[config.mk]
export PLATFORM = sky130hd
export DESIGN_NAME = rf_write_arbiter
export DESIGN_NICKNAME = d
export VERILOG_FILES = /design/src/rtl/rf_arb_pkg.sv /design/src/rtl/rf_write_arbiter_rr_arb2.sv /design/src/rtl/rf_write_arbiter.sv
export SDC_FILE = /design/constraint.sdc
export NUM_CORES = 1
export LEC_CHECK = 0
export ABC_AREA = 1
export CORE_UTILIZATION = 40
export CTS_BUF_LIST = sky130_fd_sc_hd__clkbuf_4 sky130_fd_sc_hd__clkbuf_8 sky130_fd_sc_hd__clkbuf_16
export DETAILED_ROUTE_END_ITERATION = 16
export PLACE_DENSITY = 0.9
export SLEW_MARGIN = 25
export SYNTH_ARGS = -nofsm -noshare
export SYNTH_HDL_FRONTEND = slang
export SYNTH_SLANG_ARGS = --single-unit
export TNS_END_PERCENT = 50
[constraint.sdc]
create_clock -name clk_i -period 1.9 [get_ports clk_i]
set_input_delay 0.38 -clock clk_i [delete_from_list [all_inputs] [get_ports clk_i]]
set_output_delay 0.38 -clock clk_i [all_outputs]
set_load 0.01 [all_outputs]
[src/rtl/rf_arb_pkg.sv]
// -----------------------------------------------------------------------------
// rf_arb_pkg
// Shared constants and types for the register-file write arbiter slice.
//   NUM_REQ            number of writeback requesters (ALU = 0, LSU = 1)
//   req_idx_t          requester index type
//   CNT_WIDTH_DEFAULT  default width of the per-requester stall counters
// -----------------------------------------------------------------------------
package rf_arb_pkg;

    localparam int NUM_REQ           = 2;
    localparam int CNT_WIDTH_DEFAULT = 8;

    typedef logic req_idx_t;

    localparam req_idx_t REQ_ALU = 1'b0;
    localparam req_idx_t REQ_LSU = 1'b1;

endpackage : rf_arb_pkg

[src/rtl/rf_write_arbiter_rr_arb2.sv]
// -----------------------------------------------------------------------------
// rr_arb2
// Two-way round-robin grant generator with its last_grant history flop.
// Ports:
//   clk_i         clock
//   rst_n_i       synchronous active-low reset; forces grant_o to 0 while low
//   valid_i       per-requester valid
//   grant_o       one-hot (or zero) grant, combinational from valid_i/last_grant
//   last_grant_o  index of the most recently granted requester
// -----------------------------------------------------------------------------
module rr_arb2
    import rf_arb_pkg::*;
(
    input  logic               clk_i,
    input  logic               rst_n_i,
    input  logic [NUM_REQ-1:0] valid_i,
    output logic [NUM_REQ-1:0] grant_o,
    output req_idx_t           last_grant_o
);

    req_idx_t last_grant_q;

    // NOTE: every combinational output gets a default before any branch, so
    // no path leaves it unassigned and no latch is inferred.
    always_comb begin
        grant_o = '0;
        if (rst_n_i) begin
            unique case (valid_i)
                2'b01:   grant_o = 2'b01;
                2'b10:   grant_o = 2'b10;
                // Tie: the requester that did not win last time goes now.
                2'b11:   grant_o = (last_grant_q == REQ_LSU) ? 2'b01 : 2'b10;
                default: grant_o = '0;
            endcase
        end
    end

    // Reset to LSU so the ALU wins the first tie after reset.
    // NOTE: state registers use non-blocking assignments so every flop samples
    // pre-edge values, independent of process ordering.
    always_ff @(posedge clk_i) begin
        if (!rst_n_i) begin
            last_grant_q <= REQ_LSU;
        end else if (|grant_o) begin
            last_grant_q <= req_idx_t'(grant_o[1]);
        end
    end

    assign last_grant_o = last_grant_q;

endmodule : rr_arb2

[src/rtl/rf_write_arbiter.sv]
// -----------------------------------------------------------------------------
// rf_write_arbiter
// Shares the single register-file write port between the ALU (requester 0)
// and the LSU (requester 1). Valid/ready handshake, round-robin on ties,
// registered write port, saturating per-requester stall counters.
// Ports:
//   clk_i, rst_n_i                    clock, synchronous active-low reset
//   reqN_valid_i/addr_i/data_i        requester N write request
//   reqN_ready_o                      requester N accepted this cycle (comb)
//   rf_wen_o/rf_waddr_o/rf_wdata_o    registered register-file write port
//   stall0_cnt_o/stall1_cnt_o         cycles each requester waited
//   stall_clr_i                       synchronous clear of both counters
// -----------------------------------------------------------------------------
module rf_write_arbiter
    import rf_arb_pkg::*;
#(
    parameter int AWIDTH    = 5,
    parameter int DWIDTH    = 32,
    parameter int CNT_WIDTH = CNT_WIDTH_DEFAULT
) (
    input  logic                 clk_i,
    input  logic                 rst_n_i,
    input  logic                 req0_valid_i,
    output logic                 req0_ready_o,
    input  logic [AWIDTH-1:0]    req0_addr_i,
    input  logic [DWIDTH-1:0]    req0_data_i,
    input  logic                 req1_valid_i,
    output logic                 req1_ready_o,
    input  logic [AWIDTH-1:0]    req1_addr_i,
    input  logic [DWIDTH-1:0]    req1_data_i,
    output logic                 rf_wen_o,
    output logic [AWIDTH-1:0]    rf_waddr_o,
    output logic [DWIDTH-1:0]    rf_wdata_o,
    output logic [CNT_WIDTH-1:0] stall0_cnt_o,
    output logic [CNT_WIDTH-1:0] stall1_cnt_o,
    input  logic                 stall_clr_i
);

    logic [NUM_REQ-1:0]   valid;
    logic [NUM_REQ-1:0]   grant;
    req_idx_t             last_grant;
    logic                 transfer;
    logic [AWIDTH-1:0]    sel_addr;
    logic [DWIDTH-1:0]    sel_data;
    logic [CNT_WIDTH-1:0] stall_cnt_q [NUM_REQ];

    assign valid = {req1_valid_i, req0_valid_i};

    rr_arb2 u_arb (
        .clk_i        (clk_i),
        .rst_n_i      (rst_n_i),
        .valid_i      (valid),
        .grant_o      (grant),
        .last_grant_o (last_grant)
    );

    assign req0_ready_o = grant[0];
    assign req1_ready_o = grant[1];
    assign transfer     = |grant;

    // Grant is one-hot when present, so grant[1] alone selects the winner.
    assign sel_addr = grant[1] ? req1_addr_i : req0_addr_i;
    assign sel_data = grant[1] ? req1_data_i : req0_data_i;

    // Writes to x0 are acknowledged but never raise the write enable.
    always_ff @(posedge clk_i) begin
        if (!rst_n_i) begin
            rf_wen_o   <= 1'b0;
            rf_waddr_o <= '0;
            rf_wdata_o <= '0;
        end else if (transfer) begin
            rf_wen_o   <= (sel_addr != '0);
            rf_waddr_o <= sel_addr;
            rf_wdata_o <= sel_data;
        end else begin
            rf_wen_o   <= 1'b0;
        end
    end

    // Clear beats increment; counters stop at all-ones instead of wrapping.
    always_ff @(posedge clk_i) begin
        for (int i = 0; i < NUM_REQ; i++) begin
            if (!rst_n_i || stall_clr_i) begin
                stall_cnt_q[i] <= '0;
            end else if (valid[i] && !grant[i] && (stall_cnt_q[i] != '1)) begin
                stall_cnt_q[i] <= stall_cnt_q[i] + 1'b1;
            end
        end
    end

    assign stall0_cnt_o = stall_cnt_q[0];
    assign stall1_cnt_o = stall_cnt_q[1];

endmodule : rf_write_arbiter

======== Word-level counts from Yosys, hierarchy flattened ========
Memories as Yosys holds them, arrays and structs flattened.
Cells that the tools add are included.
cells by class
  $add $sub $neg .......................... 2
  bitwise logic cells ..................... 2
  mux-type cells .......................... 15
  equal/unequal tests ..................... 5
  reduce and logical (&&, ||, !) cells .... 11
operators with widths
  operator               number
  $mux W32               1
  $add A8 B1 Y8 const B  2
  $mux W8                2
  $ne A8 B8 Y1 const B   2
  $mux W1                8
  $pmux W2 S3            1
  $mux W5                1
  $reduce_bool A5 Y1     1
  $eq A2 B2 Y1 const B   2
  $logic_and A1 B1 Y1    4
  $mux W2                2
  $logic_not A1 Y1       3
  $eq A2 B1 Y1 const B   1
  $or A1 B1 Y1           2
  $reduce_and A2 Y1      1
  $reduce_or A2 Y1       1
  $logic_or A1 B1 Y1     1
storage, ports and cells
  output and inout port bits .............. 56
  bits in writable memories ............... 16
  logic and storage cells ................. 40
  memories ................................ 1
  register bits ........................... 39
memories
  name         words  bits a word  read ports  clocked after memory_dff  wr ports  RTL line                text
  stall_cnt_q  2      8            2           0                         2         rf_write_arbiter.sv:45  logic [CNT_WIDTH-1:0] stall_cnt_q [NUM_REQ];

======== Depth between registers and ports, before layout ========
  depth after elaboration ................. 10
  gate-level depth with buffers ........... 10
  gate-level depth less buffers ........... 10

======== Hierarchy ========
Synthesis repeated with hierarchy kept, for this count alone.
second synthesis, totals
  cells, all modules ...................... 401
  area, all modules ....................... 2726.4 sq um
by module, submodules not included
  module            area each (sq um)  cells an instance  sequential area each (sq um)  instances
  rf_write_arbiter  2668.8             391                1241.2                        1
  rr_arb2           57.6               10                 20.0                          1

======== Worst setup path after synthesis ========
No wires, ideal clock.
  kind .................................... register -> register
  start point ............................. memory stall_cnt_q[1][0] (netlist bit)
  end point ............................... memory stall_cnt_q[1][7] (netlist bit), data pin
  library setup time ...................... 0.262 ns
  setup slack ............................. 0.316 ns
  stages on the path, launching flop included .. 7
  arrival time ............................ 1.321 ns
  required time ........................... 1.638 ns
  cells stage by stage .................... edfxtp_1 ha_1 nand2_1 nor3_1 nand3_1 nand3_1 nor2_1
RTL lines
  item         RTL line
  from (decl)  rf_write_arbiter.sv:45

======== Worst setup path in the final report ========
  start point ............................. input port req1_valid_i
  end point ............................... output port req1_ready_o
on the way
  longest elaborated chain between the ends .. 3
  elaborated cells on any way between the ends .. 5
  those cells by class .................... 3 x eq/ne; 2 x mux
RTL lines
  item                                                 RTL line                        text
  from (decl)                                          rf_write_arbiter.sv:27          input logic req1_valid_i,
  $eq A2 B2 Y1 / $eq A2 B1 Y1 (equally long branches)  rf_write_arbiter_rr_arb2.sv:28  unique case (valid_i)
  $pmux W2 S3 *                                        rf_write_arbiter_rr_arb2.sv:28
  $mux W2 *                                            rf_write_arbiter_rr_arb2.sv:27  if (rst_n_i) begin
  to (decl)                                            rf_write_arbiter.sv:28          output logic req1_ready_o,
Every way passes the cells marked *; elsewhere a longest branch is shown, timed or not.

==> metrics.log <==
[metrics] chain of cells forming the critical path: clkdlybuf4s50_1 > nand2_1 > inv_2 > nand2_2 > inv_2 > dlygate4sd2_1
[metrics] capturing point of the worst reg2reg path: stall_cnt_q[1][7]
[metrics] number of buffers on the longest clock path: 2
[metrics] slowest cell on the critical path: sky130_fd_sc_hd__clkdlybuf4s50_1
[metrics] run status: complete, no violations
[metrics] DRC errors left: 0
[metrics] #FFs+latches synth: between 50 and 60
[metrics] Final HPWL DP: approximately 5.4 mm
[metrics] Peak Freq: 545 MHz
[metrics] maximum number of pins on one net before global-route repair: 40
[metrics] startpoint of the worst setup timing path: req1_valid_i
[metrics] Die Y: 83.7 um
[metrics] maxcap violations: 0
[metrics] most frequent CP cell: sky130_fd_sc_hd__inv_2
[metrics] CTS Root Cell: sky130_fd_sc_hd__clkbuf_8
[metrics] setup repair after global routing missed its margin: no
[metrics] ratio of final minimum period to clock period: 96.6%
[metrics] clock skew: just under 0.007 ns
[metrics] Worst Tran Pin Value: 0.381 ns
[metrics] crit path max fanout: 2
[metrics] startpoint class of the critical path: input pin
[metrics] placeable core area: 6390 um^2
[metrics] Crit path arrival time: 1.46 ns
[metrics] static leakage power: 1.95 nW
[metrics] CTS clk-pin slew, worst paths: roughly 0.1 ns
[metrics] kind of cell adding the most delay to the critical path: buffers and inverters
[metrics] fill count: 524
[metrics] number of global-route vias before repair: 2,649
[metrics] share of synthesized cell area in and, or, nand and nor gates: 25.6%
[metrics] mean cell area of the mapped netlist: between 7 and 8 um^2
[metrics] x dimension of the die: between 80 and 90 um
[metrics] Yosys top cell area share: between 20% and 30%
[metrics] Crit Path Category: in -> out
[metrics] combined area of the multi-input logic cells: 1140 um^2
[metrics] most frequent standard cell in the layout excluding fill and tap cells: sky130_fd_sc_hd__clkdlybuf4s50_1
[metrics] Setup Slack @ Placement: -0.337 ns
[metrics] number of optimization iterations in the first detailed-route pass: 4
[metrics] clock tree from TritonCTS: yes
[metrics] YS warnings: 0
[metrics] total standard cell area after synthesis: 2670 um^2
[metrics] PD cells: 675 nW/um^2
[metrics] die area: between 7000 and 8000 um^2
[metrics] combinational family with the most area after synthesis: simple AND/OR/NAND/NOR gates
[metrics] logic depth of the worst setup path including buffers: 6
[metrics] worst max-slew margin expressed relative to the limit: 74.6%
[metrics] net count after synthesis: 430
[metrics] critical path data required time: 1.52 ns
[metrics] antenna diode count: 0
[metrics] proportion of layout cells with a drive suffix above 1: 5.56%
[metrics] Final GP Congestion: 0.767
[metrics] total number of H-tree levels: 2
[metrics] Final Setup Violations: 0
[metrics] first-pass GRT wire length: 11.6 mm
[metrics] number of standard cells after synthesis: approximately 350
[metrics] fraction of the mapped netlist area in compound gates: 11.8%
[metrics] Worst IR Drop VDD: 395 uV
[metrics] Num Clock Sinks: 55
[metrics] classification of the worst-slack hold path: reg -> reg
[metrics] quantity of hold-fixing buffers added after cts: 0
[metrics] wire length after detailed routing: 7.06 mm
[metrics] launch instance of the worst register-to-register path: stall_cnt_q[1][0]
[metrics] total gr overflow: 0
[metrics] io pins: 135
[metrics] final number of max-transition violations: 0
[metrics] Antenna Violating Nets Remaining: 0
[metrics] total of buffers placed on input and output ports: 134
[metrics] xor and xnor area share after synthesis: 3.93%
[metrics] part of the Yosys area used for sequential elements: 47.2%
[metrics] Distinct cells, synth: 20
[metrics] highest-count cells in the layout ignoring fill and taps: sky130_fd_sc_hd__clkdlybuf4s50_1 (131), sky130_fd_sc_hd__nand2_1 (96), sky130_fd_sc_hd__inv_1 (48)
[metrics] Worst R2R Setup Slack: 0.22 ns
[metrics] vias per cell: 4.82
[metrics] fraction of synthesized area in multiplexers: 0%
[metrics] final worst slack: 0.0641 ns
[metrics] Initial Util: a little over two fifths
[metrics] worst-case reg-to-reg path depth: 6
[metrics] Hold Fails Final Rpt: 0
[metrics] total number of vias: 2,712
[metrics] CTS buffer count: 5
[metrics] largest stage delay on the critical path: 0.48 ns
[metrics] total negative slack: 0 ns
[metrics] buffers plus inverters on the worst setup path: 4
[metrics] signed area change from the synthesized netlist to the final layout: 60.9%
[metrics] critical path capture point: req1_ready_o
[metrics] Total Routing Usage GR: 20.5%
[metrics] largest area contributor in the netlist: sky130_fd_sc_hd__dfxtp_1
[metrics] Final Critical Period: 1.84 ns
[metrics] clock latency reported for the late side of the worst-skew pair: 0.30 ns
[metrics] floorplan row count: 29
[metrics] Setup crit end kind: output port
[metrics] post-DR wirelength/cell: 12.5 um
[metrics] antenna violations before repair: 0
[metrics] fraction of the mapped netlist area in adder cells: 0.936%
[metrics] biggest area contributors in the synthesized netlist: sky130_fd_sc_hd__dfxtp_1 (29%), sky130_fd_sc_hd__edfxtp_1 (18%), sky130_fd_sc_hd__nand2_1 (14%)
[metrics] register area: 1260 um^2
[metrics] number of violations reported at the end of detailed-routing iteration 0: 129
[metrics] number of nets in the finished design: 566
[worst reg2reg max path, delay by kind of cell, from the launching register on]
kind / cells / cell delay, ns
flops: 1 / 0.42
fa+ha+maj: 1 / 0.22
simple gates: 5 / 0.79
[what timing repair did]
| action | 4_1_cts | 5_1_grt |
|---|---|---|
| setup buffers | 0 | 1 |
| resized for setup | 3 | 3 |
| gates cloned | 0 | 0 |
| setup endpoints to repair | 3 | 35 |
| pin swaps | 0 | 1 |
[layout make-up]
cell class,count,share of cell area [%]
repair buffers,147,34.5
flip-flops and latches,55,29.3
multi-input cells,225,26.4
inverters,51,4.45
well taps,77,2.24
clock buffers,6,2.18
clock inverters,2,0.844
[kinds of logic after synthesis]
group                    Yosys count
adder cells (fa/ha/maj)            2
XOR/XNOR                          12
AO/OA/AOI/OAI                     44
AND/OR/NAND/NOR                  167
buffers and inverters             69
flip-flops                        55
[Yosys cell counts]
library cell                n
sky130_fd_sc_hd__edfxtp_1  16
sky130_fd_sc_hd__clkbuf_1   8
sky130_fd_sc_hd__o21ai_0    5
sky130_fd_sc_hd__buf_2      6
sky130_fd_sc_hd__xnor2_1    7
sky130_fd_sc_hd__nand2_2    1
sky130_fd_sc_hd__inv_2      3
sky130_fd_sc_hd__a21oi_1    1
sky130_fd_sc_hd__ha_1       2
sky130_fd_sc_hd__inv_1     48
sky130_fd_sc_hd__nand3_1   41
sky130_fd_sc_hd__nor2_1    26
sky130_fd_sc_hd__nor3_1     1
sky130_fd_sc_hd__xor2_1     5
sky130_fd_sc_hd__nand2_1   97
sky130_fd_sc_hd__o211ai_1  34
sky130_fd_sc_hd__nand4_1    1
sky130_fd_sc_hd__o21bai_1   4
sky130_fd_sc_hd__buf_4      4
sky130_fd_sc_hd__dfxtp_1   39
[report_power, final]
group / internal (W) / switching (W) / leakage, nW
clock: 0.000473 / 0.000359 / 0.0669
combinational: 0.000413 / 0.000296 / 1.37
sequential: 0.00130 / 0.0000603 / 0.509
total: 0.00219 / 0.000715 / 1.95
[per-layer routing]
layer  track usage, %  part of all wire [%]  vias up
met5                0                     0        -
met4             8.01                   1.6        0
met3             6.23                   7.0        8
met2             35.9                    49       94
met1             23.2                    42     1209
li1                 -                     -     1401
[stage by stage]
| step | area (um^2) | total power, W | utilization [%] | cells | hold WS [ns] |
|---|---|---|---|---|---|
| floorplan | 2670 | 0.00166 | - | 349 | 0.489 |
| global placement | 4150 | 0.00208 | 65.0 | 554 | 0.475 |
| detailed placement | 4150 | 0.00209 | 65.0 | 554 | 0.484 |
| CTS | 4280 | 0.00293 | 67.0 | 562 | 0.510 |
| global route | 4300 | 0.00306 | 67.3 | 563 | 0.529 |
| finish | 4300 | 0.00290 | 67.3 | 563 | 0.505 |
[worst min path at each step]
stage	endpoint	slack, ns	cells after the start	start
2_1_floorplan	u_arb.last_grant_o	0.49	2	u_arb.last_grant_o
6_report	rf_wdata_o[2]	0.51	2	rf_wdata_o[2]
5_1_grt	rf_wdata_o[11]	0.53	2	rf_wdata_o[11]
3_3_place_gp	rf_wdata_o[6]	0.48	2	rf_wdata_o[6]
4_1_cts	rf_wdata_o[2]	0.51	2	rf_wdata_o[2]
3_5_place_dp	rf_wdata_o[2]	0.48	2	rf_wdata_o[2]
[registers in the layout, summed over array words and instances, names as in the netlist]
register / cells
stall_cnt_q: 16
rf_wen_o: 1
u_arb.last_grant_o: 1
rf_waddr_o: 5
rf_wdata_o: 32
No activity file was read; power rests on OpenSTA's default activity.
